===== src/rtl/weighted_window_voter.sv =====
// weighted_window_voter
//   Weighted majority voter over N_CH redundant bit-streams, evaluated over a
//   sliding window of the last WIN_LEN samples. Three-stage pipeline:
//     stage 1: weighted sum of the current sample
//     stage 2: ring buffer + running window accumulator
//     stage 3: decision (auto-majority or explicit threshold) and outputs
//   Optional macro VOTE_HYST_EN: vote_out flips only after HYST_CNT
//   consecutive differing decisions.
//
// Ports:
//   clk, rst            clock, asynchronous active-high reset
//   sample_en, din      sample strobe and one bit per channel
//   mode, thresh        0 = auto-majority, 1 = acc >= thresh
//   clear               synchronous window flush
//   cfg_we/addr/wdata   per-channel weight write (valid address also flushes)
//   vote_out            registered decision
//   vote_valid          one-cycle pulse per evaluation
//   win_full            window holds WIN_LEN samples
//   acc_out             current window sum
//   disagree            channels whose evaluated sample differs from vote_out
module weighted_window_voter #(
  parameter int N_CH     = 3,
  parameter int W_BITS   = 4,
  parameter int WIN_LEN  = 4,
  parameter int HYST_CNT = 2,
  localparam int SUM_W   = W_BITS + $clog2(N_CH + 1),
  localparam int ACC_W   = SUM_W + $clog2(WIN_LEN + 1),
  localparam int AW      = (N_CH > 1) ? $clog2(N_CH) : 1
) (
  input  logic              clk,
  input  logic              rst,
  input  logic              sample_en,
  input  logic [N_CH-1:0]   din,
  input  logic              mode,
  input  logic [ACC_W-1:0]  thresh,
  input  logic              clear,
  input  logic              cfg_we,
  input  logic [AW-1:0]     cfg_addr,
  input  logic [W_BITS-1:0] cfg_wdata,
  output logic              vote_out,
  output logic              vote_valid,
  output logic              win_full,
  output logic [ACC_W-1:0]  acc_out,
  output logic [N_CH-1:0]   disagree
);

  localparam int FW    = $clog2(WIN_LEN + 1);
  localparam int PW    = (WIN_LEN > 1) ? $clog2(WIN_LEN) : 1;
  localparam int CMP_W = ACC_W + 1;

  // Parameter sanity checks, evaluated at elaboration only.
  if (N_CH < 1 || WIN_LEN < 1 || HYST_CNT < 1) begin : g_param_check
    $error("weighted_window_voter: N_CH, WIN_LEN and HYST_CNT must be >= 1");
  end

  // ------------------------------------------------------------------
  // Weights and flush
  // ------------------------------------------------------------------
  logic                          addr_ok;
  logic                          flush;
  logic [N_CH-1:0][W_BITS-1:0]   weight;

  assign addr_ok = (32'(cfg_addr) < 32'(N_CH));
  // A weight change flushes the window so every stored sum was produced
  // with the same weight set that wtot describes.
  assign flush   = clear | (cfg_we & addr_ok);

  for (genvar gi = 0; gi < N_CH; gi++) begin : g_weight
    logic [W_BITS-1:0] w_reg;
    always_ff @(posedge clk or posedge rst) begin
      if (rst) begin
        w_reg <= W_BITS'(1);
      end else if (cfg_we && cfg_addr == AW'(gi)) begin
        w_reg <= cfg_wdata;
      end
    end
    assign weight[gi] = w_reg;
  end

  logic [SUM_W-1:0] s1_next;
  logic [SUM_W-1:0] wtot;

  always_comb begin
    s1_next = '0;
    wtot    = '0;
    for (int i = 0; i < N_CH; i++) begin
      wtot = wtot + SUM_W'(weight[i]);
      if (din[i]) begin
        s1_next = s1_next + SUM_W'(weight[i]);
      end
    end
  end

  // ------------------------------------------------------------------
  // Stage 1: weighted sample sum
  // ------------------------------------------------------------------
  logic [SUM_W-1:0] s1_reg;
  logic [N_CH-1:0]  din1_reg;
  logic             v1_reg;

  always_ff @(posedge clk or posedge rst) begin
    if (rst) begin
      s1_reg   <= '0;
      din1_reg <= '0;
      v1_reg   <= 1'b0;
    end else if (flush) begin
      v1_reg   <= 1'b0;
    end else begin
      v1_reg <= sample_en;
      if (sample_en) begin
        s1_reg   <= s1_next;
        din1_reg <= din;
      end
    end
  end

  // ------------------------------------------------------------------
  // Stage 2: ring buffer and running window sum
  // ------------------------------------------------------------------
  logic [SUM_W-1:0] ring_reg [WIN_LEN];
  logic [PW-1:0]    wr_ptr_reg;
  logic [FW-1:0]    fill_reg;
  logic [FW-1:0]    fill_next;
  logic [ACC_W-1:0] acc_reg;
  logic [ACC_W-1:0] acc_next;
  logic [SUM_W-1:0] evicted;
  logic [N_CH-1:0]  din2_reg;
  logic             v2_reg;
  logic             full;

  assign full = (fill_reg == FW'(WIN_LEN));

  always_comb begin
    // Until the window has wrapped, the slot being overwritten holds no sample.
    evicted   = full ? ring_reg[wr_ptr_reg] : '0;
    acc_next  = acc_reg + ACC_W'(s1_reg) - ACC_W'(evicted);
    fill_next = full ? fill_reg : fill_reg + 1'b1;
  end

  always_ff @(posedge clk or posedge rst) begin
    if (rst) begin
      for (int i = 0; i < WIN_LEN; i++) ring_reg[i] <= '0;
      wr_ptr_reg <= '0;
      fill_reg   <= '0;
      acc_reg    <= '0;
      din2_reg   <= '0;
      v2_reg     <= 1'b0;
    end else if (flush) begin
      for (int i = 0; i < WIN_LEN; i++) ring_reg[i] <= '0;
      wr_ptr_reg <= '0;
      fill_reg   <= '0;
      acc_reg    <= '0;
      v2_reg     <= 1'b0;
    end else if (v1_reg) begin
      ring_reg[wr_ptr_reg] <= s1_reg;
      wr_ptr_reg <= (wr_ptr_reg == PW'(WIN_LEN - 1)) ? '0 : wr_ptr_reg + 1'b1;
      fill_reg   <= fill_next;
      acc_reg    <= acc_next;
      din2_reg   <= din1_reg;
      v2_reg     <= 1'b1;
    end else begin
      v2_reg     <= 1'b0;
    end
  end

  assign acc_out  = acc_reg;
  assign win_full = full;

  // ------------------------------------------------------------------
  // Stage 3: decision
  // ------------------------------------------------------------------
  logic [CMP_W-1:0] lhs;
  logic [CMP_W-1:0] rhs;
  logic             decision;
  logic             is_tie;
  logic             vote_next;
  logic             vote_out_reg;
  logic             vote_valid_reg;
  logic [N_CH-1:0]  disagree_reg;

  always_comb begin
    // Majority without division: 2*acc vs fill*wtot, exact at full width.
    lhs      = {acc_reg, 1'b0};
    rhs      = CMP_W'(fill_reg) * CMP_W'(wtot);
    is_tie   = !mode && (lhs == rhs);
    decision = mode ? (acc_reg >= thresh) : (lhs > rhs);
  end

`ifdef VOTE_HYST_EN
  localparam int HW = $clog2(HYST_CNT + 1);
  logic [HW-1:0] hyst_reg;
  logic [HW-1:0] hyst_next;

  always_comb begin
    vote_next = vote_out_reg;
    hyst_next = '0;
    if (!is_tie && decision != vote_out_reg) begin
      if (hyst_reg == HW'(HYST_CNT - 1)) begin
        vote_next = decision;
        hyst_next = '0;
      end else begin
        hyst_next = hyst_reg + 1'b1;
      end
    end
  end

  always_ff @(posedge clk or posedge rst) begin
    if (rst) begin
      hyst_reg <= '0;
    end else if (flush) begin
      hyst_reg <= '0;
    end else if (v2_reg) begin
      hyst_reg <= hyst_next;
    end
  end
`else
  always_comb begin
    vote_next = is_tie ? vote_out_reg : decision;
  end
`endif

  // A flush edge suppresses evaluation: vote_out and disagree hold.
  always_ff @(posedge clk or posedge rst) begin
    if (rst) begin
      vote_out_reg   <= 1'b0;
      vote_valid_reg <= 1'b0;
      disagree_reg   <= '0;
    end else if (flush) begin
      vote_valid_reg <= 1'b0;
    end else if (v2_reg) begin
      vote_out_reg   <= vote_next;
      vote_valid_reg <= 1'b1;
      disagree_reg   <= din2_reg ^ {N_CH{vote_next}};
    end else begin
      vote_valid_reg <= 1'b0;
    end
  end

  assign vote_out   = vote_out_reg;
  assign vote_valid = vote_valid_reg;
  assign disagree   = disagree_reg;

endmodule


===== config.mk =====
export PLATFORM = sky130hd
export DESIGN_NAME = weighted_window_voter
export DESIGN_NICKNAME = d
export VERILOG_FILES = /design/src/rtl/weighted_window_voter.sv
export SDC_FILE = /design/constraint.sdc
export NUM_CORES = 1
export LEC_CHECK = 0
export CORE_MARGIN = 3
export CORE_UTILIZATION = 50
export CTS_CLUSTER_SIZE = 10
export DETAILED_ROUTE_END_ITERATION = 8
export MAX_ROUTING_LAYER = met4
export PLACE_DENSITY_LB_ADDON = 0.05
export SETUP_SLACK_MARGIN = 0.15
export SLEW_MARGIN = 25
export SYNTH_ARGS = -nofsm -noshare
export SYNTH_HDL_FRONTEND = slang
export SYNTH_SLANG_ARGS = --single-unit

===== constraint.sdc =====
create_clock -name clk -period 6.64 [get_ports clk]
set_clock_uncertainty 0.2 [all_clocks]
set_input_delay 0.664 -clock clk [delete_from_list [all_inputs] [get_ports clk]]
set_output_delay 0.664 -clock clk [all_outputs]
set_load 0.03 [all_outputs]

# Word level (Yosys, flattened, before mapping)
# Index checks and enable logic that the tools add are counted.
# word_totals
elab_cells	82
inputBits	24
output_inout_bits	15
reg_bits	69
# op_classes
magnitude_cmp	5
n_addsub	8
reduce_logical	12
bitwise_logic	5
n_eq_ne	6
mux	27
mul	1
# ops
cell	count
24-bit two-way mux	2
6-bit two-way mux	6
24-bit bitwise mux	1
9-bit two-way mux	2
6-bit by 4-bit adder with 6-bit output	2
6-bit binary-select mux with 2-bit select	1
6-bit demux with 2-bit select	1
10-bit by 9-bit == test with 1-bit output	1
10-bit by 9-bit greater-than comparator with 1-bit output	1
9-bit by 6-bit adder with 9-bit output	1
9-bit >= comparator	1
3-bit by 6-bit multiplier with 9-bit output	1
3-bit two-way mux	3
9-bit by 6-bit subtractor with 9-bit output	1
2-bit AND reduction	4
1-bit two-way mux	7
5-bit by 4-bit adder with 6-bit output	1
2-bit two-way mux	3
4-bit by 4-bit adder with 5-bit output	1
1-bit logical AND	5
2-bit == test (second input constant)	2
4-bit two-way mux	1
3-bit by 1-bit adder with 3-bit output (second input constant)	1
3-bit == test (second input constant)	1
14 further kinds	14

# Longest topological paths before layout
# depth
ltp_word	8
depth_mapped	23
ltp_nobuf	23

# Worst setup path before layout
# Ideal clock, no wire load.
# synth_path
kind	reg-to-reg
start	register g_weight[1].w_reg[1]
end	register disagree_reg[0] (netlist: disagree[0])
n_path_buf	0
setup_time_ps	76
t_required_ps	6364
synth_period_minus_slack_ps	4986
t_arrival_ps	4710
slack_ps	1654
stages_incl_launch_ff	23
cell_sequence	dfrtp_1 -> inv_1 -> fa_1 -> inv_1 -> ha_1 -> fa_1 -> nand2_1 -> fa_1 -> inv_1 -> ha_1 -> fa_1 -> a21oi_1 -> nor2_1 -> nor2_1 -> o21bai_1 -> a21oi_1 -> ha_1 -> a211oi_2 -> nand2_2 -> nor4_1 -> o32ai_2 -> o21a_1 -> o21ai_1
# synth_via
elab_chain_cells	7
word_cells_on_any_way	9
classes_between	2 x add/sub; 1 x mul; 1 x order compare; 1 x eq/ne; 2 x mux; 1 x bitwise; 1 x reduce/logical
# synth_rtl
element	line_no	rtl
start, declared	69	logic [W_BITS-1:0] w_reg;
start signal, assigned	74	w_reg <= cfg_wdata;
4-bit by 4-bit adder with 5-bit output *	87	wtot = wtot + SUM_W'(weight[i]);
5-bit by 4-bit adder with 6-bit output *	87	
3-bit by 6-bit multiplier with 9-bit output *	184	rhs = CMP_W'(fill_reg) * CMP_W'(wtot);
10-bit by 9-bit greater-than comparator with 1-bit output or 10-bit by 9-bit == test with 1-bit output (tied branches)	186, 185	
1-bit two-way mux or 1-bit logical AND (tied branches)	186, 185	
1-bit two-way mux *	218	vote_next = is_tie ? vote_out_reg : decision;
3-bit bitwise XOR *	233	disagree_reg <= din2_reg ^ {N_CH{vote_next}};
end signal, assigned	233	
end, declared	179	logic [N_CH-1:0] disagree_reg;
# Mark *: on every way between the ends. The rest lies on a longest branch, timed or not.
# A chain may end at the register's enable or synchronous reset.

# Final worst setup path
# layout_path
start	register g_weight[1].w_reg[1]
end	register disagree_reg[1] (netlist: disagree[1])
# The elaborated chain is that of the path after synthesis.

==> metrics.txt <==
Post-Layout Cell Count 705; worst skew pair latency 350 ps; IO Pins 39; post-CTS sizing 0; DRT antenna net count 0; drt via density 5.34; Post-synth EDFFs 0; Final Max Tran Viols 0; average wire per standard cell 15.7 µm; CP Capture Type flop; root buf cell clkbuf_8; Endpoint, Worst Hold din1_reg[1]; Die H 105 µm; Hold Startpoint din1_reg[1]; CTS H-tree lvls 3; Worst Hold Path Cells 2; pwr dens 252 mW/mm²; met2 Track Usage GR 35.2%; Initial Utilization 52.4%; routing usage on met1 29.6%; reg2reg path depth 22; CP Launch Type flop; Max FO, Critical Path 7; slew at the pin with the worst max-slew slack 872 ps; P&R area growth vs syn 13.6%; sequential area share after synthesis 35.1%; cts bufs inserted 9; vias in the first global route 3853; # hold bufs at CTS 0; fin crit share 80.8%; CTS max path bufs 2; initial antenna violation count 0; Async S/R FF share, synth 100%; Final Wtd Congestion 0.803; Remaining DRCs 0; largest net degree at the start of global routing 70; busiest metal layer after global routing met2; most frequent CP cell fa_1; Clock Sinks 69; core area 0.00942 mm²; max FFs per register 24; Crit Path Category flop to flop; placed cell count 689; die width 105 µm; Synth Cell Area 0.00493 mm²; FP Rows 35; FF+latch area 0.00173 mm²; delay-heaviest family, CP adder cells; synth top area cells dfrtp_1 33%, ha_1 13%, fa_1 7.3%; CTS tree done; max_cap viols 0; detailed router's first-iteration violation count 129; worst path cell trace inv_1 > fa_1 > inv_1 > ha_1 > fa_1 > xor2_1 > nand2_1 > fa_1 > inv_1 > fa_1 > a21oi_1 > nor2_1 > nor2_1 > o21bai_1 > a21oi_1 > ha_1 > a211oi_2 > nand2_2 > nor4_1 > o32ai_2 > o21a_1 > o21ai_1; routed via count 3767; status finished, final reports clean; synth warn 0; setup repair bufs after CTS 0; leakage 2.60 nW; HPWL after DPL 8.23 mm; R2R Path End disagree[1]; syn nets 628; Layout fillers 846; final WL 11.0 mm; crit path max-delay cell type fa_1; Slew headroom 41.9%; Pre-antenna DRT Iters 4; worst min path class flop to flop; Synth Register Bits 69; syn avg cell area 9.22 µm²; final hold violations 0; Net count, final 664; Synth top area share 33.5%; Post-Synthesis Cells 535; IO buf count 38; Synth area leader dfrtp_1; FF-to-FF Start g_weight[1].w_reg[1]; Congestion Overflow GR 0; antenna fix cells 0; crit path DAT 5440 ps; Crit path buffers/inverters 3; first-pass GRT wire length 19.1 mm; most frequent cells after synthesis 75 x nand2_1, 73 x inv_1, 66 x dfrtp_1; clock-pin slew of the registers on the worst-case setup and hold paths 80 ps; f_max 186 MHz; Worst VDD drop 124 µV; GR Util All Layers 22.2%; library cells used by synthesis 48; die area 0.0111 mm²; area of the multi-input gates 0.00286 mm²; CP peak stage delay 510 ps; setup_tns 0 ps; RSZ-0062 raised after global routing false; Final Critical Period 5370 ps; Main synth FF type dfrtp_1; layout cells sized above 1 8.51%; worst reg2reg setup slack 1270 ps; Critical Path RT 6720 ps; Final Setup Violations 0; met3 usage 4.16%; most common cell in the netlist nand2_1
where the power goes:
part / switching [mW] / total (mW) / leakage (nW) / internal (mW)
clock network: 0.178 / 0.314 / 0.0858 / 0.136
logic: 0.314 / 0.579 / 1.61 / 0.265
registers: 0.0538 / 0.519 / 0.901 / 0.466
worst reg2reg max path: cells and delay by family, from the launching register on:
| family | cells | cell delay, ps |
|---|---|---|
| adder cells (fa/ha/maj) | 6 | 2370 |
| AO/OA/AOI/OAI | 7 | 1140 |
| AND/OR/NAND/NOR | 5 | 730 |
| flip-flops | 1 | 420 |
| XOR/XNOR | 1 | 240 |
| buffers and inverters | 3 | 200 |
layout make-up:
| cell class | instances | share of cell area (%) |
|---|---|---|
| Multi-Input combinational cell | 376 | 51.1 |
| Sequential cell | 69 | 30.9 |
| Timing Repair Buffer | 41 | 7.18 |
| Inverter | 74 | 4.95 |
| Tap cell | 129 | 2.88 |
| Clock buffer | 9 | 2.21 |
| Clock inverter | 7 | 0.848 |
how the worst max path moves through the flow:
stage	from	end	cells after the start
2_1_floorplan	g_weight[1].w_reg[1]	disagree[0]	22
6_report	g_weight[1].w_reg[1]	disagree[1]	22
3_5_place_dp	g_weight[1].w_reg[1]	disagree[0]	22
4_1_cts	g_weight[1].w_reg[1]	disagree[1]	22
5_1_grt	g_weight[1].w_reg[1]	disagree[2]	22
3_3_place_gp	g_weight[1].w_reg[1]	disagree[2]	22
logic make-up after synthesis:
| family | synth area share (%) |
|---|---|
| adders and majority gates | 20.2 |
| and+or+nand+nor | 14.9 |
| buffers and inverters | 6.90 |
| xor gates and xnor gates | 3.37 |
| DFF | 35.1 |
| muxes | 7.53 |
| AOI/OAI and AO/OA | 12.0 |
per-layer routing:
metal / vias to the layer above / routed length (µm) / part of all wire (%)
met4: 0 / 125 / 1.1
met2: 76 / 5250 / 48
met5: - / 0 / 0
met3: 11 / 483 / 4.4
li1: 1858 / - / -
met1: 1822 / 5180 / 47
through the flow:
stage	area (µm²)	hold slack, ps	worst slack [ps]	util [%]	power, mW
floorplan	4930	242	1650	-	0.959
global placement	5440	267	1450	57.7	1.09
detailed placement	5440	272	1290	57.7	1.11
CTS	5610	293	1260	59.6	1.43
global route	5610	335	902	59.6	1.54
finish	5610	283	1270	59.6	1.41
placed cells by master, fill, tap and decap left out, drive strengths merged, types with 2 or more instances in the layout:
| cell type | netlist | routed |
|---|---|---|
| clkinvlp | 0 | 2 |
| or3 | 3 | 3 |
| o21ai | 18 | 18 |
| o21a | 4 | 4 |
| a21o | 6 | 6 |
| clkbuf | 12 | 9 |
| nand2 | 77 | 77 |
| o211ai | 5 | 5 |
| fa | 18 | 18 |
| dfrtp | 66 | 66 |
| nor2b | 10 | 10 |
| a211oi | 3 | 3 |
| ha | 51 | 51 |
| xnor2 | 14 | 14 |
| nand2b | 3 | 3 |
| clkdlybuf4s50 | 0 | 38 |
| nor2 | 23 | 23 |
| buf | 4 | 3 |
| nand3 | 30 | 30 |
| xor2 | 5 | 5 |
| nor3 | 2 | 2 |
| and2 | 6 | 6 |
| dfstp | 3 | 3 |
| mux4 | 6 | 6 |
| mux2i | 9 | 9 |
| inv | 74 | 76 |
| o32ai | 2 | 2 |
| mux2 | 13 | 13 |
| a21oi | 51 | 51 |
| nand3b | 2 | 2 |
| clkinv | 0 | 3 |
| nand4 | 2 | 2 |
| o21bai | 3 | 3 |
No activity file was read; power rests on OpenSTA's default activity.
==> RTL change, RTL diff (config.mk and constraints unchanged) <==
Register the inputs `mode`, `thresh`, `cfg_we`, `cfg_addr` and `cfg_wdata` before use, with the module's reset. The logic sees them one clock later. The other inputs are not delayed to match.
--- a/src/rtl/weighted_window_voter.sv
+++ b/src/rtl/weighted_window_voter.sv
@@ -48,6 +48,28 @@
   localparam int PW    = (WIN_LEN > 1) ? $clog2(WIN_LEN) : 1;
   localparam int CMP_W = ACC_W + 1;
 
+  logic mode_q;
+  logic [ACC_W-1:0] thresh_q;
+  logic cfg_we_q;
+  logic [AW-1:0] cfg_addr_q;
+  logic [W_BITS-1:0] cfg_wdata_q;
+
+  always_ff @(posedge clk or posedge rst) begin
+    if (rst) begin
+      mode_q      <= '0;
+      thresh_q    <= '0;
+      cfg_we_q    <= '0;
+      cfg_addr_q  <= '0;
+      cfg_wdata_q <= '0;
+    end else begin
+      mode_q      <= mode;
+      thresh_q    <= thresh;
+      cfg_we_q    <= cfg_we;
+      cfg_addr_q  <= cfg_addr;
+      cfg_wdata_q <= cfg_wdata;
+    end
+  end
+
   // Parameter sanity checks, evaluated at elaboration only.
   if (N_CH < 1 || WIN_LEN < 1 || HYST_CNT < 1) begin : g_param_check
     $error("weighted_window_voter: N_CH, WIN_LEN and HYST_CNT must be >= 1");
@@ -60,18 +82,18 @@
   logic                          flush;
   logic [N_CH-1:0][W_BITS-1:0]   weight;
 
-  assign addr_ok = (32'(cfg_addr) < 32'(N_CH));
+  assign addr_ok = (32'(cfg_addr_q) < 32'(N_CH));
   // A weight change flushes the window so every stored sum was produced
   // with the same weight set that wtot describes.
-  assign flush   = clear | (cfg_we & addr_ok);
+  assign flush   = clear | (cfg_we_q & addr_ok);
 
   for (genvar gi = 0; gi < N_CH; gi++) begin : g_weight
     logic [W_BITS-1:0] w_reg;
     always_ff @(posedge clk or posedge rst) begin
       if (rst) begin
         w_reg <= W_BITS'(1);
-      end else if (cfg_we && cfg_addr == AW'(gi)) begin
-        w_reg <= cfg_wdata;
+      end else if (cfg_we_q && cfg_addr_q == AW'(gi)) begin
+        w_reg <= cfg_wdata_q;
       end
     end
     assign weight[gi] = w_reg;
@@ -182,8 +204,8 @@
     // Majority without division: 2*acc vs fill*wtot, exact at full width.
     lhs      = {acc_reg, 1'b0};
     rhs      = CMP_W'(fill_reg) * CMP_W'(wtot);
-    is_tie   = !mode && (lhs == rhs);
-    decision = mode ? (acc_reg >= thresh) : (lhs > rhs);
+    is_tie   = !mode_q && (lhs == rhs);
+    decision = mode_q ? (acc_reg >= thresh_q) : (lhs > rhs);
   end
 
 `ifdef VOTE_HYST_EN
Check against the original RTL: not equivalent (Yosys sat finds a counterexample within 4 cycles, from zero or initial values and one cycle with rst high).
==> RTL change against the original RTL <==
Setup slack got worse by 130 ps. Total power increased by 13%. Design area increased by 8.0%. Routed wire length increased by 3.2%. Synthesized area increased by 8.6%. Sequential cell count increased by 17. Global-route usage decreased by 1.1 points. Synthesized cell count increased by 0.75%.
==> RTL change: results (changes against the original RTL) <==
Parameter                              Value

Status
  Result of the run ... complete, no violations

Power and ir drop
  Seq pwr share ... 39.9% (+3.1 points)
  Static leakage power ... 2.801 nW (+7.7%)
  Internal power contribution ... 0.001007 W (+16%)
  Part of the total power dissipated in the clock network ... 22.5% (+0.3 points)
  Switching component of the power ... 0.0005953 W (+9.2%)
  Worst-case vdd ir drop ... 0.0001538 V (+24%)

Worst setup path
  Largest fanout of any net on the critical path ... 4 (-3)
  Crit path to ... disagree[2]$_DFFE_PP0P_
  Worst reg2reg endpoint ... disagree[2]$_DFFE_PP0P_
  Slack of the worst reg-to-reg path ... 1150 ps (-130 ps)
  Slowest cell delay on critical path ... 530 ps (+20 ps)
  Startpoint of the most critical setup path ... g_weight[1].w_reg[1]$_DFFE_PP0P_

Synth
  Post-synthesis sequential area ratio ... 40.22% (+5.2 points)
  Number of library cell types mapped by synthesis ... 43 (-10%)
  Gate count after technology mapping ... 539 (+0.75%)
  Synth Net Count ... 632 (+0.64%)
  Synth top area cells ... sky130_fd_sc_hd__dfrtp_1 (39%), sky130_fd_sc_hd__ha_1 (12%), sky130_fd_sc_hd__fa_1 (6.7%), sky130_fd_sc_hd__inv_1 (4.9%), sky130_fd_sc_hd__nand2_1 (4.8%)

Placed design
  Final Wtd Congestion ... 0.8216 (+2.3%)
  Placement-stage cell area ... 5874 sq um (+8.1%)
  Post-detailed-placement half-perimeter wirelength ... 8279 microns (+0.63%)
  Number of instances in the placed design ... 699 (+1.5%)

Clock tree
  Longest Clk Path Bufs ... 2 (unchanged)

Drt
  Iteration-0 DRC count of the detailed router ... 158 (+22%)
  Number of detailed-routing iterations run before antenna repair ... 4 (unchanged)
  Avg Vias per Cell ... 5.372 (+0.54%)

Cells and area
  Number of nets in the layout ... 667 (+0.45%)
  Proportion of layout cells with a drive suffix above 1 ... 8.290% (-0.22 points)

GRT
  Global-route wire length before repair ... 18,750 microns (-2.0%)
  Via count of the first global-routing pass ... 3,729 (-3.2%)

Timing
  Worst path setup slack after routing ... 1148 ps (-126.1 ps)
  Worst slack on hold paths ... 298.8 ps (+15.47 ps)
[RTL change: metal layers]
metal	track usage, %	routed length, microns
met2	32.82	5428
met3	5.109	496
met1	27.44	5213
met5	-	0
met4	6.946	249
[RTL change: kinds of logic after synthesis]
| logic type | count (synthesis) | synth area share (%) |
|---|---|---|
| AND/OR/NAND/NOR | 156 | 13.19 |
| AO/OA/AOI/OAI | 88 | 10.48 |
| buffers and inverters | 87 | 6.092 |
| flip-flops | 86 | 40.22 |
| adder cells (fa/ha/maj) | 69 | 18.63 |
| multiplexers | 31 | 7.796 |
| XOR/XNOR | 22 | 3.595 |
[RTL change: final cells by class]
type | instances | area, sq um
clock buffers | 10 | 127.6
inverters | 70 | 264.0
fillers | 935 | 4314
clock inverters | 6 | 53.80
repair buffers | 41 | 406.6
well taps | 136 | 170.2
flip-flops and latches | 86 | 2156
multi-input cells | 366 | 2878
